### src/rtl/store_unit_pkg.sv
// store_unit_pkg: shared constants for the store path.
// Contents:
//   - funct3 encodings for the store opcodes.
//   - byte-enable size masks.
//   - FSM state enum.
//   - beat_t: one memory beat's lane data.
//   - sizeMask(): maps funct3 to a size mask (0 = illegal encoding).
package store_unit_pkg;

  localparam logic [2:0] F3_SB = 3'b000;
  localparam logic [2:0] F3_SH = 3'b001;
  localparam logic [2:0] F3_SW = 3'b010;

  localparam logic [3:0] MASK_B = 4'b0001;
  localparam logic [3:0] MASK_H = 4'b0011;
  localparam logic [3:0] MASK_W = 4'b1111;

  typedef enum logic [1:0] {
    ST_IDLE,
    ST_BEAT0,
    ST_BEAT1,
    ST_FIN
  } state_t;

  typedef struct packed {
    logic [3:0]  be;
    logic [31:0] data;
  } beat_t;

  // A zero mask doubles as the "illegal funct3" marker.
  function automatic logic [3:0] sizeMask(input logic [2:0] funct3);
    case (funct3)
      F3_SB:   return MASK_B;
      F3_SH:   return MASK_H;
      F3_SW:   return MASK_W;
      default: return 4'b0000;
    endcase
  endfunction

endpackage

### src/rtl/store_unit_if.sv
// store_unit_if: request and memory-write bundle for the store unit.
// Signals:
//   - Request side: req_valid, req_ready, req_addr, req_wdata, req_funct3,
//     done, err.
//   - Memory side: mem_we, mem_addr, mem_wdata, mem_be, mem_ack.
// Modports:
//   - slave:  the store unit itself.
//   - master: the environment, i.e. the execute stage plus data memory.
interface store_unit_if #(parameter int ADDR_W = 32);
  logic              req_valid;
  logic              req_ready;
  logic [ADDR_W-1:0] req_addr;
  logic [31:0]       req_wdata;
  logic [2:0]        req_funct3;
  logic              done;
  logic              err;
  logic              mem_we;
  logic [ADDR_W-1:0] mem_addr;
  logic [31:0]       mem_wdata;
  logic [3:0]        mem_be;
  logic              mem_ack;

  modport slave (
    input  req_valid, req_addr, req_wdata, req_funct3, mem_ack,
    output req_ready, done, err, mem_we, mem_addr, mem_wdata, mem_be
  );

  modport master (
    output req_valid, req_addr, req_wdata, req_funct3, mem_ack,
    input  req_ready, done, err, mem_we, mem_addr, mem_wdata, mem_be
  );
endinterface

### src/rtl/store_lane_align.sv
// store_lane_align: combinational byte-lane alignment.
// Ports:
//   - off:     byte offset within the word.
//   - funct3:  access size encoding.
//   - wdata:   unaligned register data.
//   - be8:     byte enables across two consecutive words
//              (low nibble = first word).
//   - data64:  write data aligned to those lanes.
//   - split:   access spills into the second word.
//   - illegal: funct3 is not a store size.
// The load path reuses this block for mask generation.
module store_lane_align
  import store_unit_pkg::*;
(
  input  logic [1:0]  off,
  input  logic [2:0]  funct3,
  input  logic [31:0] wdata,
  output logic [7:0]  be8,
  output logic [63:0] data64,
  output logic        split,
  output logic        illegal
);
  logic [3:0] mask;

  always_comb begin
    mask    = sizeMask(funct3);
    illegal = (mask == 4'b0000);
    be8     = {4'b0000, mask} << off;
    data64  = {32'b0, wdata} << {off, 3'b000};
    split   = |be8[7:4];
  end
endmodule

### src/rtl/store_unit.sv
// store_unit: narrows and aligns register data into word-aligned memory
// writes.
// Ports:
//   - clk, reset: clock and synchronous active-high reset.
//   - bus:        store_unit_if.slave, carrying the request handshake and
//                 the memory write port.
// Stores that cross a word boundary go out as two beats when
// ALLOW_MISALIGNED=1. When ALLOW_MISALIGNED=0 they complete with err and
// no memory write. All outputs are registered.
module store_unit
  import store_unit_pkg::*;
#(
  parameter int ADDR_W           = 32,
  parameter bit ALLOW_MISALIGNED = 1'b1
) (
  input  logic       clk,
  input  logic       reset,
  store_unit_if.slave bus
);
  state_t            state;
  beat_t             beat1;
  logic [ADDR_W-1:0] beat1Addr;
  logic              isSplit;

  logic [7:0]        be8;
  logic [63:0]       data64;
  logic              split;
  logic              illegal;
  logic [ADDR_W-1:0] baseAddr;

  assign baseAddr = {bus.req_addr[ADDR_W-1:2], 2'b00};

  store_lane_align uAlign (
    .off    (bus.req_addr[1:0]),
    .funct3 (bus.req_funct3),
    .wdata  (bus.req_wdata),
    .be8    (be8),
    .data64 (data64),
    .split  (split),
    .illegal(illegal)
  );

  always_ff @(posedge clk) begin
    if (reset) begin
      state         <= ST_IDLE;
      bus.req_ready <= 1'b1;
      bus.done      <= 1'b0;
      bus.err       <= 1'b0;
      bus.mem_we    <= 1'b0;
      bus.mem_addr  <= '0;
      bus.mem_wdata <= '0;
      bus.mem_be    <= '0;
      beat1         <= '0;
      beat1Addr     <= '0;
      isSplit       <= 1'b0;
    end else begin
      bus.done <= 1'b0;
      case (state)
        ST_IDLE: begin
          if (bus.req_valid) begin
            bus.req_ready <= 1'b0;
            beat1         <= '{be: be8[7:4], data: data64[63:32]};
            beat1Addr     <= baseAddr + ADDR_W'(4);  // wraps at top of space
            isSplit       <= split;
            if (illegal || (split && !ALLOW_MISALIGNED)) begin
              state    <= ST_FIN;
              bus.done <= 1'b1;
              bus.err  <= 1'b1;
            end else begin
              state         <= ST_BEAT0;
              bus.err       <= 1'b0;
              bus.mem_we    <= 1'b1;
              bus.mem_addr  <= baseAddr;
              bus.mem_be    <= be8[3:0];
              bus.mem_wdata <= data64[31:0];
            end
          end
        end
        ST_BEAT0: begin
          if (bus.mem_ack) begin
            if (isSplit) begin
              state         <= ST_BEAT1;
              bus.mem_addr  <= beat1Addr;
              bus.mem_be    <= beat1.be;
              bus.mem_wdata <= beat1.data;
            end else begin
              state         <= ST_FIN;
              bus.done      <= 1'b1;
              bus.mem_we    <= 1'b0;
              bus.mem_be    <= '0;
              bus.mem_wdata <= '0;
            end
          end
        end
        ST_BEAT1: begin
          if (bus.mem_ack) begin
            state         <= ST_FIN;
            bus.done      <= 1'b1;
            bus.mem_we    <= 1'b0;
            bus.mem_be    <= '0;
            bus.mem_wdata <= '0;
          end
        end
        ST_FIN: begin
          // done was raised on entry; this cycle it drops and we reopen.
          state         <= ST_IDLE;
          bus.req_ready <= 1'b1;
          bus.err       <= 1'b0;
        end
        default: state <= ST_IDLE;
      endcase
    end
  end
endmodule

### src/flat_wrapper.sv
// flat-port wrapper written by rule: the top's interface ports become plain ports
module store_unit_flat import store_unit_pkg::*;
#(
  parameter int ADDR_W           = 32,
  parameter bit ALLOW_MISALIGNED = 1'b1
)
  (clk, reset, bus_req_valid, bus_req_addr, bus_req_wdata, bus_req_funct3, bus_mem_ack, bus_req_ready, bus_done, bus_err, bus_mem_we, bus_mem_addr, bus_mem_wdata, bus_mem_be);
  store_unit_if #(.ADDR_W(ADDR_W)) bus_i ();
  input  logic clk;
  input  logic reset;
  input wire logic [$bits(bus_i.req_valid)-1:0] bus_req_valid;
  input wire logic [$bits(bus_i.req_addr)-1:0] bus_req_addr;
  input wire logic [$bits(bus_i.req_wdata)-1:0] bus_req_wdata;
  input wire logic [$bits(bus_i.req_funct3)-1:0] bus_req_funct3;
  input wire logic [$bits(bus_i.mem_ack)-1:0] bus_mem_ack;
  output wire logic [$bits(bus_i.req_ready)-1:0] bus_req_ready;
  output wire logic [$bits(bus_i.done)-1:0] bus_done;
  output wire logic [$bits(bus_i.err)-1:0] bus_err;
  output wire logic [$bits(bus_i.mem_we)-1:0] bus_mem_we;
  output wire logic [$bits(bus_i.mem_addr)-1:0] bus_mem_addr;
  output wire logic [$bits(bus_i.mem_wdata)-1:0] bus_mem_wdata;
  output wire logic [$bits(bus_i.mem_be)-1:0] bus_mem_be;
  assign bus_i.req_valid = bus_req_valid;
  assign bus_i.req_addr = bus_req_addr;
  assign bus_i.req_wdata = bus_req_wdata;
  assign bus_i.req_funct3 = bus_req_funct3;
  assign bus_i.mem_ack = bus_mem_ack;
  assign bus_req_ready = bus_i.req_ready;
  assign bus_done = bus_i.done;
  assign bus_err = bus_i.err;
  assign bus_mem_we = bus_i.mem_we;
  assign bus_mem_addr = bus_i.mem_addr;
  assign bus_mem_wdata = bus_i.mem_wdata;
  assign bus_mem_be = bus_i.mem_be;
  store_unit #(.ADDR_W(ADDR_W), .ALLOW_MISALIGNED(ALLOW_MISALIGNED)) u_core (.clk(clk), .reset(reset), .bus(bus_i));
endmodule
### config.mk
export PLATFORM = sky130hd
export DESIGN_NAME = store_unit_flat
export DESIGN_NICKNAME = d
export VERILOG_FILES = /design/src/rtl/store_unit_pkg.sv /design/src/rtl/store_unit_if.sv /design/src/rtl/store_lane_align.sv /design/src/rtl/store_unit.sv /design/src/flat_wrapper.sv
export SDC_FILE = /design/constraint.sdc
export NUM_CORES = 1
export LEC_CHECK = 0
export ABC_AREA = 1
export ABC_CLOCK_PERIOD_IN_PS = 3700
export BUFFER_PORTS_ARGS = -buffer_cell sky130_fd_sc_hd__buf_2
export CELL_PAD_IN_SITES_DETAIL_PLACEMENT = 1
export CELL_PAD_IN_SITES_GLOBAL_PLACEMENT = 1
export CORE_MARGIN = 2
export CORE_UTILIZATION = 41
export CTS_CLUSTER_SIZE = 14
export DETAILED_ROUTE_END_ITERATION = 10
export PLACE_DENSITY_LB_ADDON = 0.1
export SLEW_MARGIN = 20
export SYNTH_ARGS = -nofsm -noshare
export SYNTH_HDL_FRONTEND = slang
export SYNTH_SLANG_ARGS = --single-unit
### constraint.sdc
create_clock -name clk -period 3.7 [get_ports clk]
set_clock_uncertainty 0.1 [all_clocks]
set_input_delay 0.74 -clock clk [delete_from_list [all_inputs] [get_ports clk]]
set_output_delay 0.74 -clock clk [all_outputs]
set_load 0.03 [all_outputs]
After elaboration in Yosys (flattened, before gate mapping). Index checks and enable logic that the tools add are counted.

Add/subtract/negate cells: 1. Multipliers: 0. Div/mod/pow operators: 0. Order comparisons: 0. Eq/ne operators: 11. Shifts and indexed selects: 2. Muxes and demuxes: 40. Bitwise gates (word level): 0. Reduce and logical (&&, ||, !) cells: 13.

Operators with widths (number): 32-bit two-way mux (9); 32-bit case mux with 3 select lines (1); 32-bit case mux with 2 select lines (1); 32-bit by 5-bit << shifter with 64-bit output (1); 32-bit by 3-bit adder with 32-bit output, second input constant (1); 4-bit case mux with 3 select lines (2); 4-bit two-way mux (5); 1-bit two-way mux (13); 2-bit inequality test, second input constant (5); 5-bit AND reduction (2); 2-bit two-way mux (4); 2-bit case mux with 4 select lines (1); 4-bit by 2-bit << shifter with 8-bit output (1); 1-bit case mux with 3 select lines (2); 6-bit AND reduction (1); 2-bit equality test, second input constant (2); 4-bit logical NOT (1); 1-bit case mux with 2 select lines (2); 2-bit AND reduction (2); 2-bit nonzero test (2); 4-bit OR reduction (1); 3-bit by 1-bit equality test with 1-bit output, second input constant (1); 3-bit by 2-bit equality test with 1-bit output, second input constant (1); 3-bit logical NOT (1); 5 further kinds (5).

Register bits: 143. Latch bits: 0. Bits in writable memories: 0. Memory bits (read-only): 0. Logic and storage cells: 79. Memories: 0.

Depth between registers and ports, before layout. Gate-level depths: netlist of the first run.

Depth after elaboration: 6. Mapped depth: 10. Mapped depth without buffers: 10.

By module. From an unflattened synthesis of the first run, not the netlist that was laid out.

Cell total of the unflattened synthesis: 1262. Area total of the unflattened synthesis: 7828.8 um^2.

By module, submodules not included: store_unit (instances 1, cells an instance 1032, area an instance 6740.2 um^2, seq. area each 2782.7 um^2); store_lane_align (instances 1, cells an instance 230, area an instance 1088.5 um^2, seq. area each 0.0 um^2).

Least setup slack after synthesis of the first run. Ideal clock, no wire load.

Kind: input to register. Start: input port bus_req_addr[2]. End: register u_core.beat1Addr[28]. Setup time: 109 ps. Arrival: 1724 ps. Data required time: 3491 ps. Slack: 1767 ps. Stages on the path: 10. Path buffers: 0. Cell sequence: ha_1 > nand3_2 > nor2_1 > nand2_1 > clkinv_1 > nand2_1 > nand2_1 > nand3_1 > nand2_1 > inv_1.

Cells in the longest elaborated chain, start to end: 1.

RTL lines: from (decl) (RTL line flat_wrapper.sv:12) `input wire logic [$bits(bus_i.req_addr)-1:0] bus_req_addr;`; 32-bit by 3-bit adder with 32-bit output (RTL line store_unit.sv:63) `beat1Addr <= baseAddr + ADDR_W'(4);`; to (signal assigned) (RTL line store_unit.sv:63); to (decl) (RTL line store_unit.sv:22) `logic [ADDR_W-1:0] beat1Addr;`.

No other way between the ends. A chain may end at the register's enable or synchronous reset.

Final worst setup path of the first run.
Start: register u_core.state[1]. End: register u_core.bus.mem_addr[24].

Cells in the longest elaborated chain, start to end: 3. Elaborated cells on any way between the ends: 9. Classes of those cells: 5 x eq/ne; 1 x mux; 3 x reduce/logical.

RTL lines: from (decl) (RTL line store_unit.sv:20) `state_t state;`; from (signal assigned) (RTL line store_unit.sv:45) `state <= ST_IDLE;`; from (signal assigned) (RTL line store_unit.sv:66) `state <= ST_FIN;`; from (signal assigned) (RTL line store_unit.sv:70) `state <= ST_BEAT0;`; 2-bit by 1-bit equality test with 1-bit output / 2-bit logical NOT (equally long branches) (RTL line store_unit.sv:58) `case (state)`; 2-bit by 1-bit inequality test with 1-bit output (no source line) (tied with other cells); 5-bit AND reduction (no source line); to (signal assigned) (RTL line store_unit.sv:73) `bus.mem_addr <= baseAddr;`; to (signal assigned) (RTL line store_unit.sv:83) `bus.mem_addr <= beat1Addr;`; to (decl) (RTL line store_unit_if.sv:25) `output req_ready, done, err, mem_we, mem_addr, mem_wdata, mem_be`.

Parallel ways exist; a longest one is shown, timed or not.

==> impl_metrics.yaml, run 1 <==
worst_hold_path:
  min_path_type: "register to register"
  min_path_cells: 2
yosys:
  ys_types: 36
  synth_cells: 1166
  synth_area_um2: 7260
  synth_top_area_share: 0.358
  ys_warn_count: 0
  syn_avg_cell_area_um2: 6.23
  async_flop_share: 0
  synth_top_cell_by_area: "dfxtp_1"
  ys_seq_elements: 130
  yosysSeqAreaShare: 0.358
  synth_top_flop_cell: "dfxtp_1"
  synth_area_leaders: "dfxtp_1 36%, nand2_1 18%, nor2_1 8.6%"
  synth_edf_count: 0
clocking:
  post-cts-setup-buffers: 0
  clkSinkCount: 130
  clk_path_buf_depth: 2
  cts_inserted_buffers: 17
  cts_hold_buf: 0
  cts_max_level: 4
  path_clk_slew_ns: 0.06
  cts_resized: 0
  clockRootBuffer: "clkbuf_16"
  clk_latency_ns: 0.43
  cts_tree: "yes"
routing:
  drt_iter0_drc: 507
  drtAntennaViolNets: 0
  vias: 7826
  routed_wl_mm: 24.8
  vias_per_cell: 5.19
  wl_per_cell_um: 16.4
  drc: 0
  drtPass1Iterations: 5
floorplanning:
  ios: 143
  core_area_um2: 17300
  die_height_um: 137
  dieArea_um2: 18800
  fp-row-count: 48
  die_x_um: 137
  start_util: 0.420
pwr:
  switchingPower_mw: 3.08
  pwr-share-comb: 0.442
  swShare: 0.449
  power_mw: 6.86
  power_density_nw_per_um2: 797
  leakagePower_nw: 4.22
  cell_internal_pwr_mw: 3.78
  power.share.clock: 0.269
  seqPwrFrac: 0.289
  peakVddDrop_mv: 0.374
final_layout:
  num-nets-final: 1346
  fillers: 2447
  areaGrowthSynthToFinish_pct: 18.6
  fin_cells: 1507
  n_antenna_cell: 0
  fin_util: 0.498
  drive_gt1_frac: 0.158
  finalInstanceArea_um2: 8610
sta:
  rsz0062_at_grt: "false"
  period_share: 0.710
  setup_slack_ns: 1.07
  hold_slack_ns: 0.359
  finalHoldViolCount: 0
  setup_viol: 0
  slew_headroom: 0.342
  fmax_ghz: 0.381
  fin_tns_setup_ns: 0
  max_slew.worst_pin.slew_ns: 0.988
  maxSlewViolCount: 0
  fin_crit_ns: 2.63
global_routing:
  grt_max_degree: 87
  grt_pass1_wl_mm: 38.9
  grt_usage: 0.269
  overflow: 0
  grt_pass1_vias: 7264
  antenna_found_initial: 0
placement:
  pre_cts_slack_ns: 1.11
  io_buffers: 140
  dp.cells: 1475
  gp_congestion: 0.920
  dp_hpwl_mm: 18.0
  place_area_um2: 7970
setup_path:
  crit_path_max_fanout: 58
  crit_arrival_ns: 2.87
  critPathLaunchType: "register"
  reg2reg_depth: 11
  path_class: "register to register"
  critPathRequiredTime_ns: 3.94
  end_kind: "register"
status:
  status: "finished, final reports clean"
job:
  drv_cap: 0
-- power groups by stage --
stage / combinational (mW) / clock (mW) / sequential, mW
CTS: 3.03 / 1.86 / 1.98
global route: 3.38 / 1.92 / 2.03
global placement: 2.93 / 0 / 2.00
finish: 3.03 / 1.84 / 1.98
floorplan: 1.78 / 0 / 2.46
detailed placement: 3.00 / 0 / 2.01
-- registers in the layout, summed over array words and instances, names as in the netlist, 2 cells and up --
signal / count
u_core.bus.mem_be: 4
u_core.beat1Addr: 30
u_core.state: 2
u_core.bus.mem_addr: 30
u_core.bus.mem_wdata: 32
u_core.beat1: 27
-- path summary, 6_finish.rpt --
path | start | slack (ns) | to
worst max-delay path | u_core.state[1]$_SDFFE_PP0P_ | 1.07 | u_core.bus.mem_addr[24]$_SDFFE_PP0P_
worst max register to register | u_core.state[1]$_SDFFE_PP0P_ | 1.07 | u_core.bus.mem_addr[24]$_SDFFE_PP0P_
worst min-delay path | u_core.bus.mem_addr[23]$_SDFFE_PP0P_ | 0.36 | u_core.bus.mem_addr[23]$_SDFFE_PP0P_
worst min register to register | u_core.bus.mem_addr[23]$_SDFFE_PP0P_ | 0.36 | u_core.bus.mem_addr[23]$_SDFFE_PP0P_
-- area by class of cell --
type / instances / area [um^2] / area share
Clock buffer: 20 / 457 / 0.0531
Clock inverter: 12 / 180 / 0.0209
Inverter: 135 / 507 / 0.0589
Multi-Input combinational cell: 834 / 3800 / 0.441
Sequential cell: 130 / 2600 / 0.302
Tap cell: 225 / 282 / 0.0327
Timing Repair Buffer: 151 / 783 / 0.0910
-- cells in the mapped netlist (4+ instances only) --
| library cell | n |
|---|---|
| inv_2 | 6 |
| xor2_1 | 6 |
| buf_4 | 10 |
| nand2_1 | 352 |
| nand3_1 | 56 |
| ha_1 | 6 |
| o22ai_1 | 9 |
| mux2i_1 | 4 |
| nor2_1 | 166 |
| clkbuf_1 | 26 |
| a21oi_1 | 74 |
| nand4_1 | 42 |
| inv_1 | 126 |
| buf_2 | 27 |
| a22oi_1 | 9 |
| dfxtp_1 | 130 |
| o21ai_0 | 89 |
-- per-layer routing --
layer | share of wire | vias up | track usage
li1 | - | 3886 | -
met1 | 0.50 | 3718 | 0.407
met2 | 0.43 | 198 | 0.396
met3 | 0.055 | 24 | 0.0437
met4 | 0.012 | 0 | 0.0624
met5 | 0 | - | 0
-- worst max-delay path, cell delays in order, from the launching register on --
cell     delay (ns)
dfxtp_1        0.34
inv_1          0.13
ha_2           0.20
buf_4          0.47
inv_2          0.15
nor2_1         0.19
a21oi_2        0.05
buf_4          0.23
nand3_1        0.12
buf_4          0.30
nand2_1        0.10
a21oi_1        0.14
-- kinds of logic (layout without fill, tap and decap cells) --
family	Yosys count	in the layout	synth area share
AO/OA/AOI/OAI	186	186	0.135
XOR/XNOR	7	7	0.00845
adder cells (fa/ha/maj)	6	6	0.0103
buffers and inverters	203	318	0.119
flip-flops	130	130	0.358
multiplexers	4	4	0.00552
other	1	2	0.000517
AND/OR/NAND/NOR	629	629	0.362
-- layout by cell type (no fill, tap or decap), types with 6 or more instances in the layout --
cell type / count
inv_2: 6
buf_2: 140
nor2_1: 166
nand2_1: 352
buf_4: 11
nand4_1: 42
xor2_1: 6
a22oi_1: 9
o21ai_0: 89
clkbuf_16: 17
o22ai_1: 9
a21oi_1: 74
nand3_1: 56
inv_1: 126
dfxtp_1: 130
Note: power is estimated with default switching activity, not from simulation.
==> run 2, diff against run 1 <==
--- a/config.mk
+++ b/config.mk
@@ -5,13 +5,13 @@
 export SDC_FILE = /design/constraint.sdc
 export NUM_CORES = 1
 export LEC_CHECK = 0
-export ABC_AREA = 1
-export ABC_CLOCK_PERIOD_IN_PS = 3700
+export ABC_AREA = 0
+export ABC_CLOCK_PERIOD_IN_PS = 2500
 export BUFFER_PORTS_ARGS = -buffer_cell sky130_fd_sc_hd__buf_2
 export CELL_PAD_IN_SITES_DETAIL_PLACEMENT = 1
 export CELL_PAD_IN_SITES_GLOBAL_PLACEMENT = 1
 export CORE_MARGIN = 2
-export CORE_UTILIZATION = 41
+export CORE_UTILIZATION = 40
 export CTS_CLUSTER_SIZE = 14
 export DETAILED_ROUTE_END_ITERATION = 10
 export PLACE_DENSITY_LB_ADDON = 0.1
==> constraint.sdc (replaced) <==
create_clock -name clk -period 2.5 [get_ports clk]
set_clock_uncertainty 0.1 [all_clocks]
set_input_delay 0.5 -clock clk [delete_from_list [all_inputs] [get_ports clk]]
set_output_delay 0.5 -clock clk [all_outputs]
set_load 0.03 [all_outputs]
==> impl_metrics.yaml, run 2 <==
final_layout:
  n_antenna_cell: 0
  mostFrequentLayoutCells: "139 x buf_2, 130 x dfxtp_1, 114 x nor2_1, 61 x a211oi_1, 48 x a21oi_1"
  areaGrowthSynthToFinish_pct: 26.3
  largest_reg_flops: 32
  fillers: 1883
  fin_cells: 1087
  num-nets-final: 935
  regMostFlops: "u_core.bus.mem_wdata"
  biggestRegsByFlops: "u_core.bus.mem_wdata: 32 flops, u_core.beat1Addr: 30 flops, u_core.bus.mem_addr: 30 flops"
  layout_commonest_cell: "buf_2"
  drive_gt1_frac: 0.263
setup_path:
  reg2reg_slack_ns: 0.19
  reg2reg_depth: 7
  critPathLaunchType: "register"
  crit_arrival_ns: 2.56
  end_kind: "register"
  path_class: "register to register"
  rr_startpoint: "u_core.state[0]$_SDFFE_PP0P_"
  crit_path_max_fanout: 26
  r2r-end: "u_core.bus.mem_wdata[28]$_SDFFE_PP0P_"
  critPathRequiredTime_ns: 2.75
routing:
  drtPass1Iterations: 5
  vias: 6379
  vias_per_cell: 5.87
  routed_wl_mm: 21.7
  drtAntennaViolNets: 0
  drt_iter0_drc: 516
  wl_per_cell_um: 20.0
  drc: 0
global_routing:
  antenna_found_initial: 0
  grt_pass1_wl_mm: 34.6
  grt_pass1_vias: 6459
  overflow: 0
  grt_usage: 0.264
  grt_max_degree: 53
placement:
  dp_hpwl_mm: 15.2
  io_buffers: 140
  dp.cells: 1055
  gp_congestion: 0.842
yosys:
  ys_seq_elements: 130
  synth_top_family_by_area: "compound AO/OA/AOI/OAI gates"
  synth.area.mux_share: 0.0883
  synth_top_cell_by_area: "dfxtp_1"
  synthSimpleGateAreaFrac: 0.175
  synth_fa_ha_area_frac: 0.0119
  synth_top_flop_cell: "dfxtp_1"
  synth_area_leaders: "dfxtp_1 41%, a211oi_1 7.2%, nor2_1 6.8%"
  synth-xor-area-share: 0.0124
  synth_cells: 732
  synth_most_common_cell: "dfxtp_1"
  synthTopCellsByCount: "130 x dfxtp_1, 115 x nor2_1, 61 x a211oi_1, 56 x clkbuf_1, 49 x a21oi_1"
  synth_top_area_share: 0.411
  ys_types: 49
  syn_avg_cell_area_um2: 8.65
  yosysSeqAreaShare: 0.411
  ys_warn_count: 0
  synth_area_um2: 6330
  async_flop_share: 0
  synth_edf_count: 0
  synth-compound-area-share: 0.252
clocking:
  post-cts-setup-buffers: 0
  clkSinkCount: 130
  cts_tree: "yes"
  clk_latency_ns: 0.42
  clk_path_buf_depth: 2
  path_clk_slew_ns: 0.06
  cts_max_level: 4
  clockRootBuffer: "clkbuf_16"
  cts_hold_buf: 0
  cts_inserted_buffers: 17
sta:
  fin_tns_setup_ns: 0
  slew_headroom: 0.491
  fmax_ghz: 0.433
  setup_viol: 0
  maxSlewViolCount: 0
  fin_crit_ns: 2.31
  finalHoldViolCount: 0
  period_share: 0.923
  rsz0062_at_grt: "false"
  max_slew.worst_pin.slew_ns: 0.764
worst_hold_path:
  min_from: "bus_req_addr[2]"
  min_path_type: "primary input to register"
  hold_end: "u_core.beat1Addr[2]$_SDFFE_PP0P_"
  min_path_cells: 2
floorplanning:
  die_height_um: 130
  core_area_um2: 15700
  dieArea_um2: 16900
  start_util: 0.405
  ios: 143
  die_x_um: 130
  fp-row-count: 46
pwr:
  leakagePower_nw: 3.20
  peakVddDrop_mv: 0.652
  power_mw: 10.7
  power_density_nw_per_um2: 1340
status:
  status: "finished, final reports clean"
job:
  drv_cap: 0
[run 2: worst max path at each step]
stage / cells past startpoint / to / start
2_1_floorplan: 9 / u_core.bus.mem_wdata[28]$_SDFFE_PP0P_ / u_core.state[0]$_SDFFE_PP0P_
3_3_place_gp: 5 / u_core.beat1Addr[31]$_SDFFE_PP0P_ / bus_req_addr[8]
3_5_place_dp: 5 / u_core.beat1Addr[23]$_SDFFE_PP0P_ / bus_req_addr[7]
4_1_cts: 8 / u_core.bus.mem_addr[3]$_SDFFE_PP0P_ / u_core.state[1]$_SDFFE_PP0P_
5_1_grt: 8 / u_core.bus.mem_addr[16]$_SDFFE_PP0P_ / u_core.state[1]$_SDFFE_PP0P_
6_report: 7 / u_core.bus.mem_wdata[28]$_SDFFE_PP0P_ / u_core.state[0]$_SDFFE_PP0P_
[run 2: worst max-delay path, cell delays in order, from the launching register on]
cell and delay (ns):
dfxtp_1 0.39, inv_1 0.11, ha_1 0.23, nor2b_1 0.18, a2111o_1 0.44, buf_4 0.26
a2111o_1 0.35, a21oi_1 0.17
[run 2: stage by stage]
step / utilization / hold slack [ns] / worst slack, ns / cell area, um^2
floorplan: - / 0.336 / 0.250 / 6340
global placement: 0.469 / 0.339 / 0.188 / 7340
detailed placement: 0.469 / 0.343 / 0.0767 / 7340
CTS: 0.511 / 0.225 / 0.0812 / 8000
global route: 0.511 / 0.255 / 0.0383 / 8000
finish: 0.511 / 0.242 / 0.192 / 8000
[run 2: timing repair]
item / in CTS / in global routing
resized for setup: 0 / 2
endpoints found under the hold margin: 0 / 0
setup endpoints to repair: 0 / 39
[run 2: cells by family after synthesis]
kind of cell	count (synthesis)
and+or+nand+nor	236
AOI/OAI and AO/OA	220
DFF	130
buffers and inverters	76
muxes	54
xor gates and xnor gates	9
adders and majority gates	6
other	1
[run 2: area by class of cell]
cell class | instances | area [um^2] | share of cell area
timing repair buffer | 173 | 992 | 0.124
clock inverter | 10 | 179 | 0.0224
multi-input combinational | 527 | 3450 | 0.431
clock buffer | 22 | 474 | 0.0593
sequential | 130 | 2600 | 0.325
tap | 216 | 270 | 0.0338
inverter | 9 | 33.8 | 0.00422
[run 2: power breakdown]
part           internal (mW)  switching [mW]
Combinational           1.65            3.21
Clock                   1.84           0.925
Sequential              2.73           0.361
Total                   6.22            4.50
[run 2: routing by layer]
layer | share of wire | GRT usage
met5 | 0 | 0
met4 | 0.015 | 0.0848
met3 | 0.054 | 0.0513
met2 | 0.47 | 0.418
met1 | 0.47 | 0.365
